<file path="src/rtl/keypad_emulator.sv">
// keypad_emulator
//   Far end of a 4x3 keypad scan interface. Key codes arrive over a
//   valid/ready handshake into a small FIFO; each code is then "pressed"
//   for PRESS_CYCLES cycles and released for a gap before the next one.
//   While a key is pressed, the sense line of its column follows the scan
//   line of its row, combinationally, just like a physical switch.
//
//   Optional feature macro: KEYPAD_EMU_SCANCHK_EN
//     defined   : scan_err latches high if {A,B,C,D} is ever not one-hot
//                 after reset release (cleared only by reset)
//     undefined : checker absent, scan_err tied low
//
// Ports
//   sys_clk, sys_rst_n : clock, async active-low reset
//   A,B,C,D            : scan lines (rows 1-3, 4-6, 7-9, a-c)
//   E,F,G              : sense lines (columns 1/4/7/a, 2/5/8/b, 3/6/9/c)
//   key_valid/key_code : key code offer (legal 0x1..0xC)
//   key_ready          : FIFO not full
//   busy               : FSM active or FIFO non-empty
//   cur_code           : key being pressed, 0xF when none
//   code_err           : one-cycle pulse for an accepted illegal code
//   scan_err           : sticky scan-protocol violation
//
// State table
//   S_IDLE  | no key pressed; pops the FIFO head when one is queued
//   S_PRESS | key held pressed; counts PRESS_CYCLES
//   S_GAP   | key released; counts GAP_CYCLES before returning to idle

module keypad_emulator #(
  parameter int PRESS_CYCLES = 8000,
  parameter int GAP_CYCLES   = 8000,
  parameter int DEPTH        = 4
) (
  input  logic       sys_clk,
  input  logic       sys_rst_n,
  input  logic       A,
  input  logic       B,
  input  logic       C,
  input  logic       D,
  output logic       E,
  output logic       F,
  output logic       G,
  input  logic       key_valid,
  input  logic [3:0] key_code,
  output logic       key_ready,
  output logic       busy,
  output logic [3:0] cur_code,
  output logic       code_err,
  output logic       scan_err
);

  localparam int MAXC = (PRESS_CYCLES > GAP_CYCLES) ? PRESS_CYCLES : GAP_CYCLES;
  localparam int CW   = $clog2(MAXC + 1);
  localparam int AW   = $clog2(DEPTH);

  localparam logic [CW-1:0] PRESS_TC = CW'(PRESS_CYCLES - 1);
  localparam logic [CW-1:0] GAP_TC   = CW'(GAP_CYCLES - 1);
  localparam logic [AW:0]   FULL_CNT = (AW + 1)'(DEPTH);

  localparam logic [1:0] S_IDLE  = 2'd0;
  localparam logic [1:0] S_PRESS = 2'd1;
  localparam logic [1:0] S_GAP   = 2'd2;

  localparam logic [3:0] NO_KEY = 4'hF;

  logic [3:0]    r_mem [DEPTH];
  logic [AW-1:0] r_wr_ptr;
  logic [AW-1:0] r_rd_ptr;
  logic [AW:0]   r_count;
  logic [1:0]    r_state;
  logic [CW-1:0] r_cnt;
  logic [3:0]    r_cur;
  logic          r_code_err;

  logic w_full;
  logic w_empty;
  logic w_accept;
  logic w_legal;
  logic w_push;
  logic w_pop;

  assign w_full   = (r_count == FULL_CNT);
  assign w_empty  = (r_count == '0);
  assign w_accept = key_valid && !w_full;
  assign w_legal  = (key_code >= 4'h1) && (key_code <= 4'hC);
  // Illegal codes complete the handshake but never reach the FIFO.
  assign w_push   = w_accept && w_legal;
  assign w_pop    = (r_state == S_IDLE) && !w_empty;

  assign key_ready = !w_full;
  assign busy      = (r_state != S_IDLE) || !w_empty;
  assign cur_code  = r_cur;
  assign code_err  = r_code_err;

  always_ff @(posedge sys_clk) begin
    if (w_push) r_mem[r_wr_ptr] <= key_code;
  end

  always_ff @(posedge sys_clk or negedge sys_rst_n) begin
    if (!sys_rst_n) begin
      r_wr_ptr   <= '0;
      r_rd_ptr   <= '0;
      r_count    <= '0;
      r_code_err <= 1'b0;
    end else begin
      r_code_err <= w_accept && !w_legal;
      if (w_push) r_wr_ptr <= r_wr_ptr + 1'b1;
      if (w_pop)  r_rd_ptr <= r_rd_ptr + 1'b1;
      case ({w_push, w_pop})
        2'b10:   r_count <= r_count + 1'b1;
        2'b01:   r_count <= r_count - 1'b1;
        default: r_count <= r_count;
      endcase
    end
  end

  always_ff @(posedge sys_clk or negedge sys_rst_n) begin
    if (!sys_rst_n) begin
      r_state <= S_IDLE;
      r_cnt   <= '0;
      r_cur   <= NO_KEY;
    end else begin
      case (r_state)
        S_IDLE: begin
          if (w_pop) begin
            r_cur   <= r_mem[r_rd_ptr];
            r_cnt   <= '0;
            r_state <= S_PRESS;
          end
        end
        S_PRESS: begin
          if (r_cnt == PRESS_TC) begin
            r_cur   <= NO_KEY;
            r_cnt   <= '0;
            r_state <= S_GAP;
          end else begin
            r_cnt <= r_cnt + 1'b1;
          end
        end
        S_GAP: begin
          if (r_cnt == GAP_TC) begin
            r_cnt   <= '0;
            r_state <= S_IDLE;
          end else begin
            r_cnt <= r_cnt + 1'b1;
          end
        end
        default: begin
          r_cur   <= NO_KEY;
          r_cnt   <= '0;
          r_state <= S_IDLE;
        end
      endcase
    end
  end

  // Switch matrix: row = (code-1)/3 selects the scan line, column =
  // (code-1)%3 selects the sense line. Purely combinational.
  always_comb begin
    E = 1'b0;
    F = 1'b0;
    G = 1'b0;
    case (r_cur)
      4'h1: E = A;
      4'h2: F = A;
      4'h3: G = A;
      4'h4: E = B;
      4'h5: F = B;
      4'h6: G = B;
      4'h7: E = C;
      4'h8: F = C;
      4'h9: G = C;
      4'hA: E = D;
      4'hB: F = D;
      4'hC: G = D;
      default: ;
    endcase
  end

`ifdef KEYPAD_EMU_SCANCHK_EN
  logic [3:0] w_scan;
  logic       w_onehot;
  logic       r_scan_err;

  assign w_scan   = {A, B, C, D};
  assign w_onehot = (w_scan != 4'd0) && ((w_scan & (w_scan - 4'd1)) == 4'd0);

  always_ff @(posedge sys_clk or negedge sys_rst_n) begin
    if (!sys_rst_n)     r_scan_err <= 1'b0;
    else if (!w_onehot) r_scan_err <= 1'b1;
  end

  assign scan_err = r_scan_err;
`else
  assign scan_err = 1'b0;
`endif

endmodule

</file>
<file path="config.mk">
export PLATFORM = sky130hd
export DESIGN_NAME = keypad_emulator
export DESIGN_NICKNAME = d
export VERILOG_FILES = /design/src/rtl/keypad_emulator.sv
export SDC_FILE = /design/constraint.sdc
export NUM_CORES = 1
export LEC_CHECK = 0
export ABC_AREA = 1
export CAP_MARGIN = 25
export CORE_MARGIN = 2
export CORE_UTILIZATION = 30
export CTS_CLUSTER_DIAMETER = 120
export DETAILED_ROUTE_END_ITERATION = 10
export PLACE_DENSITY = 0.51
export SLEW_MARGIN = 20
export SYNTH_ARGS = -nofsm -noshare
export SYNTH_HDL_FRONTEND = slang
export SYNTH_SLANG_ARGS = --single-unit
</file>
<file path="constraint.sdc">
create_clock -name sys_clk -period 5.3 [get_ports sys_clk]
set_clock_uncertainty 0.15 [all_clocks]
set_input_delay 1.06 -clock sys_clk [delete_from_list [all_inputs] [get_ports sys_clk]]
set_output_delay 1.06 -clock sys_clk [all_outputs]
set_load 0.05 [all_outputs]
</file>
== After elaboration in Yosys (flattened, before gate mapping) ==
Memory sizes are Yosys's and may differ from the RTL's.
Index checks and enable logic that the tools add are counted.

* Memories: 1
* Input bits: 11
* Flip-flop bits (word level): 27
* RAM bits: 16

* Reductions and logical operators: 16
* Bitwise operators: 1
* Magnitude comparators: 2
* Muxes and demuxes: 16
* Equal/unequal tests: 21
* Add/subtract/negate cells: 5

{| class="wikitable"
|+ Memories
! name !! depth !! bits a word !! rd ports !! clocked after memory_dff !! wr ports !! line !! text
|-
| r_mem || 4 || 4 || 1 || 0 || 1 || 66 || <nowiki>logic [3:0] r_mem [DEPTH];</nowiki>
|}

{| class="wikitable"
|+ Operator list
! kind !! number
|-
| two-way mux 13 bit || 2
|-
| case mux 13 bit (2 select lines) || 1
|-
| equality test 4 bit (second input constant) || 5
|-
| equality test 4 x 3 -> 1 bit (second input constant) || 4
|-
| adder 13 x 1 -> 13 bit (second input constant) || 1
|-
| equality test 13 bit (second input constant) || 1
|-
| case mux 1 bit (4 select lines) || 3
|-
| case mux 4 bit (3 select lines) || 1
|-
| equality test 4 x 2 -> 1 bit (second input constant) || 2
|-
| two-way mux 4 bit || 2
|-
| two-way mux 2 bit || 3
|-
| != test 2 bit (second input constant) || 3
|-
| case mux 2 bit (3 select lines) || 1
|-
| case mux 3 bit (2 select lines) || 1
|-
| AND reduction 3 bit || 2
|-
| logical AND 1 bit || 5
|-
| adder 2 x 1 -> 2 bit (second input constant) || 2
|-
| equality test 2 x 1 -> 1 bit (second input constant) || 2
|-
| equality test 2 bit (second input constant) || 2
|-
| equality test 4 x 1 -> 1 bit (second input constant) || 1
|-
| >= comparator 4 x 1 -> 1 bit (second input constant) || 1
|-
| less-or-equal comparator 4 bit (second input constant) || 1
|-
| nonzero test 2 bit || 2
|-
| adder 3 x 1 -> 3 bit (second input constant) || 1
|-
| other kinds (9) || 12
|}

== Logic depth before layout (Yosys ltp) ==
* Word-level depth: 6
* Depth in mapped cells: 9

== Worst setup path before layout ==
No wires, ideal clock.

* Path kind: input to output
* Start: input port D
* End: output port G
* Data arrival time: 1.685 ns
* Buffers on the path: 0
* Stages: 4
* Slack: 2.405 ns
* Data required time: 4.090 ns
* Cells stage by stage: nand2_1 -> inv_1 -> nand3_1 -> nand4_1

* Cells in the longest elaborated chain, start to end: 1

{| class="wikitable"
|+ RTL lines
! what !! line !! text
|-
| start: declaration || 39 || <nowiki>input logic D,</nowiki>
|-
| case mux 1 bit (4 select lines) || 163 || <nowiki>case (r_cur)</nowiki>
|-
| end: declaration || 42 || <nowiki>output logic G,</nowiki>
|}

Every way passes these cells.

== Final worst setup path ==
* Start: input port D
* End: output port E

* Cells in the longest elaborated chain, start to end: 1

{| class="wikitable"
|+ RTL lines
! what !! line !! text
|-
| case mux 1 bit (4 select lines) || 163 ||
|-
| end: declaration || 40 || <nowiki>output logic E,</nowiki>
|}

Every way passes these cells.

==> impl_metrics.xml <==
<?xml version="1.0" encoding="UTF-8"?>
<metrics>
  <group name="outcome">
    <metric name="result_of_the_run" unit="">completed</metric>
  </group>
  <group name="floorplanning">
    <metric name="die_height" unit="um">94.5</metric>
    <metric name="die_w" unit="um">94.5</metric>
    <metric name="design.core.area" unit="mm2">0.00809</metric>
    <metric name="fp-row-count" unit="">33</metric>
    <metric name="floorplan.initialDensity" unit="%">30.4</metric>
    <metric name="fp.dieArea" unit="mm2">0.00893</metric>
    <metric name="ios" unit="">22</metric>
  </group>
  <group name="finish">
    <metric name="layout.filler_cells" unit="">853</metric>
    <metric name="multi_input_comb_area" unit="mm2">0.00114</metric>
    <metric name="post_route_cells_drive_above_1_share" unit="%">12.2</metric>
    <metric name="synth_to_layout_area_growth" unit="%">16.4</metric>
    <metric name="design.final.nets" unit="">333</metric>
    <metric name="layout.core_utilization" unit="%">35.4</metric>
    <metric name="area.sequential" unit="mm2">0.00116</metric>
    <metric name="antenna-diode-count" unit="">0</metric>
  </group>
  <group name="yosys">
    <metric name="mapped_cells" unit="">286</metric>
    <metric name="synth_seq_cells" unit="">43</metric>
    <metric name="synth_commonest_cells" unit="">sky130_fd_sc_hd__nand2_1, sky130_fd_sc_hd__nor2_1, sky130_fd_sc_hd__nand3_1</metric>
    <metric name="dominant_cell_by_count_in_the_synthesized_netlist" unit="">sky130_fd_sc_hd__nand2_1</metric>
    <metric name="asyncSetResetFlopFracSynth" unit="%">62.8</metric>
    <metric name="synthTopCellsByArea" unit="">sky130_fd_sc_hd__dfrtp_1, sky130_fd_sc_hd__edfxtp_1, sky130_fd_sc_hd__nand2_1, sky130_fd_sc_hd__nand3_1, sky130_fd_sc_hd__nor2_1</metric>
    <metric name="syn-num-nets" unit="">309</metric>
    <metric name="total_of_warnings_raised_by_yosys" unit="">0</metric>
    <metric name="post_synth_design_cell_area" unit="mm2">0.00246</metric>
    <metric name="ys_dominant_reg_cell" unit="">sky130_fd_sc_hd__dfrtp_1</metric>
    <metric name="synth_edf_count" unit="">16</metric>
    <metric name="ys_seq_area_share" unit="%">47.3</metric>
    <metric name="synth_area_per_cell" unit="um2">8.59</metric>
    <metric name="synthDominantCellAreaShare" unit="%">23.4</metric>
    <metric name="synth_largest_area_cell" unit="">sky130_fd_sc_hd__dfrtp_1</metric>
    <metric name="synthDistinctLibCells" unit="">32</metric>
  </group>
  <group name="timing">
    <metric name="setup_total_negative_slack" unit="ns">0</metric>
    <metric name="rsz0062_at_grt" unit="">no</metric>
    <metric name="fmax" unit="GHz">0.260</metric>
    <metric name="hold_viol" unit="">0</metric>
    <metric name="slew_headroom" unit="%">66.4</metric>
    <metric name="final_min_period_over_clock_period" unit="%">72.5</metric>
    <metric name="setup_violations" unit="">0</metric>
    <metric name="worstMarginPinSlew" unit="ns">0.503</metric>
    <metric name="timing.final.max_slew_violations" unit="">0</metric>
    <metric name="period_minus_slack" unit="ns">3.84</metric>
  </group>
  <group name="cts">
    <metric name="cts-hold-fix-buffers" unit="">0</metric>
    <metric name="worst_skew_pair.late_latency" unit="ns">0.30</metric>
    <metric name="cts.reportedPaths.clkPinSlew" unit="ns">0.09</metric>
    <metric name="cts.path.max_buffers" unit="">2</metric>
    <metric name="clock_sinks" unit="">43</metric>
    <metric name="postCtsSetupBuffers" unit="">0</metric>
    <metric name="cts.htree.levels" unit="">2</metric>
    <metric name="cts_tree" unit="">built</metric>
    <metric name="cts-resized-gates" unit="">0</metric>
    <metric name="tritoncts.num_buffers" unit="">5</metric>
    <metric name="ctsRootBufferMaster" unit="">sky130_fd_sc_hd__clkbuf_8</metric>
  </group>
  <group name="route">
    <metric name="post-route-drc-count" unit="">0</metric>
    <metric name="top_layer_used" unit="">met4</metric>
    <metric name="drt_iter0_drc" unit="">106</metric>
    <metric name="firstDrtPassIters" unit="">6</metric>
    <metric name="vias_per_cell" unit="">4.44</metric>
    <metric name="via_count" unit="">1849</metric>
    <metric name="ant_nets_after_route" unit="">0</metric>
    <metric name="met3WireLength" unit="um">124</metric>
    <metric name="route.detailed.wl_per_inst" unit="um">11.1</metric>
    <metric name="wl_met1" unit="mm">2.26</metric>
    <metric name="route.final.wire_length" unit="mm">4.62</metric>
    <metric name="wl_met2" unit="mm">2.15</metric>
  </group>
  <group name="worst_hold_path">
    <metric name="worst_hold_path_type" unit="">reg2reg</metric>
  </group>
  <group name="critical_path">
    <metric name="crit_path_max_incr_delay" unit="ns">0.80</metric>
    <metric name="startpoint_type" unit="">primary input</metric>
    <metric name="critical_path_s_slowest_cell" unit="">sky130_fd_sc_hd__clkdlybuf4s50_1</metric>
    <metric name="critical_path.top_delay_family" unit="">buffers and inverters</metric>
    <metric name="worst-path-buf-inv" unit="">3</metric>
    <metric name="cp_data_required_time" unit="ns">4.09</metric>
    <metric name="critical_path.cell_chain" unit="">clkdlybuf4s50_1 &gt; nand2_1 &gt; inv_1 &gt; nand3_1 &gt; nand4_1 &gt; clkdlybuf4s50_1</metric>
    <metric name="critical_path_class" unit="">in2out</metric>
    <metric name="timing.critical_path.fanout_max" unit="">2</metric>
    <metric name="critPathArrivalTime" unit="ns">2.63</metric>
    <metric name="critical_path.endpoint_type" unit="">primary output</metric>
    <metric name="critical-path-top-cell-by-count" unit="">sky130_fd_sc_hd__clkdlybuf4s50_1</metric>
  </group>
  <group name="power">
    <metric name="clkPwrFrac" unit="%">27.1</metric>
    <metric name="power.share.switching" unit="%">31.7</metric>
    <metric name="logic_pwr_share" unit="%">21.8</metric>
    <metric name="pwr_density_cell" unit="mW/mm2">290</metric>
    <metric name="leakage" unit="nW">1.26</metric>
    <metric name="power_report.internal_total" unit="mW">0.566</metric>
    <metric name="max_vdd_drop" unit="V">0.000108</metric>
    <metric name="seqPwrFrac" unit="%">51.0</metric>
    <metric name="p_sw" unit="mW">0.263</metric>
  </group>
  <group name="grt">
    <metric name="first_global_vias" unit="">1800</metric>
    <metric name="grt.total_usage" unit="%">11.5</metric>
    <metric name="grt_first_pass_wirelength" unit="mm">8.09</metric>
    <metric name="initial_antenna_violation_count" unit="">0</metric>
    <metric name="grt_start_max_net_pins" unit="">28</metric>
    <metric name="globalRoute.totalOverflow" unit="">0</metric>
  </group>
  <group name="placement">
    <metric name="place.gp.congestion" unit="">0.767</metric>
    <metric name="place.detailed.hpwl" unit="mm">3.38</metric>
    <metric name="port_buffers" unit="">20</metric>
  </group>
  <group name="run">
    <metric name="max-cap-violations" unit="">0</metric>
  </group>
</metrics>
## metal layers
metal / global-route usage [%] / vias to the layer above
met4: 4.35 / 0
met5: 0 / -
met3: 2.15 / 6
met1: 14.3 / 846
li1: - / 965
met2: 19.8 / 32
## placed cells by master, fill, tap and decap left out, drive strengths merged, types with 2 or more instances in the layout
cell and n:
ha 11, nor2 45, xor2 5, inv 33, dfrtp 23, a21oi 3, clkdlybuf4s50 20, clkbuf 6
edfxtp 16, clkinv 2, o21ai 6, nand2 83, dfstp 4, nand3 35, nand4 11
## area by class of cell
cell class / instances / share of cell area, %
repair buffers: 21 / 7.26
clock inverters: 2 / 0.481
well taps: 105 / 4.59
flip-flops and latches: 43 / 40.6
inverters: 33 / 4.33
multi-input cells: 206 / 39.9
clock buffers: 6 / 2.89
## power by group through the flow
stage / clock, mW / sequential, mW / combinational [mW]
final: 0.225 / 0.423 / 0.181
after global routing: 0.241 / 0.429 / 0.208
after CTS: 0.231 / 0.424 / 0.185
after detailed placement: 0 / 0.431 / 0.183
after global placement: 0 / 0.429 / 0.182
after floorplan: 0 / 0.438 / 0.119
## final timing paths
check / endpoint / slack [ns] / cells past startpoint / startpoint
setup / recovery: E / 1.46 / 6 / D
hold / removal: cur_code[1]$_DFFE_PN1P_ / 0.35 / 2 / cur_code[1]$_DFFE_PN1P_
setup reg to reg: r_count[2]$_DFFE_PN0P_ / 3.05 / 9 / r_state[0]$_DFFE_PN0P_
hold reg to reg: cur_code[1]$_DFFE_PN1P_ / 0.35 / 2 / cur_code[1]$_DFFE_PN1P_
max in group asynchronous: cur_code[3]$_DFFE_PN1P_ / 3.72 / 2 / sys_rst_n
min in group asynchronous: r_cnt[10]$_DFFE_PN0P_ / 0.98 / 2 / sys_rst_n
## flip-flops by register name, summed over array words and instances, names as in the netlist
signal    cells
code_err      1
cur_code      4
r_cnt        13
r_count       3
r_mem        16
r_rd_ptr      2
r_state       2
r_wr_ptr      2
## per-stage QoR
| stage | area (um2) | power (mW) | worst slack [ns] | hold slack (ns) | instances |
|---|---|---|---|---|---|
| final | 2860 | 0.829 | 1.46 | 0.351 | 416 |
| after global routing | 2860 | 0.878 | 1.40 | 0.372 | 416 |
| after CTS | 2860 | 0.840 | 1.46 | 0.353 | 416 |
| after detailed placement | 2770 | 0.613 | 1.46 | 0.340 | 408 |
| after global placement | 2770 | 0.612 | 1.48 | 0.342 | 408 |
| after floorplan | 2460 | 0.556 | 2.40 | 0.316 | 286 |
## cell families (layout without fill, tap and decap cells)
group	after synthesis	in the layout	synth area share [%]
buf+inv	37	62	6.31
flops	43	43	47.3
other cells	1	1	0.153
mux	1	1	0.458
simple gates	174	174	34.3
fa+ha+maj	12	12	6.42
compound gates	12	12	3.00
xor+xnor	6	6	2.14
## tightest hold or removal path: stages (launching register included)
cell and delay, ns:
sky130_fd_sc_hd__dfstp_2 0.40, sky130_fd_sc_hd__nand2_1 0.06, sky130_fd_sc_hd__nand2_1 0.04
Note: power is estimated with default switching activity, not from simulation.
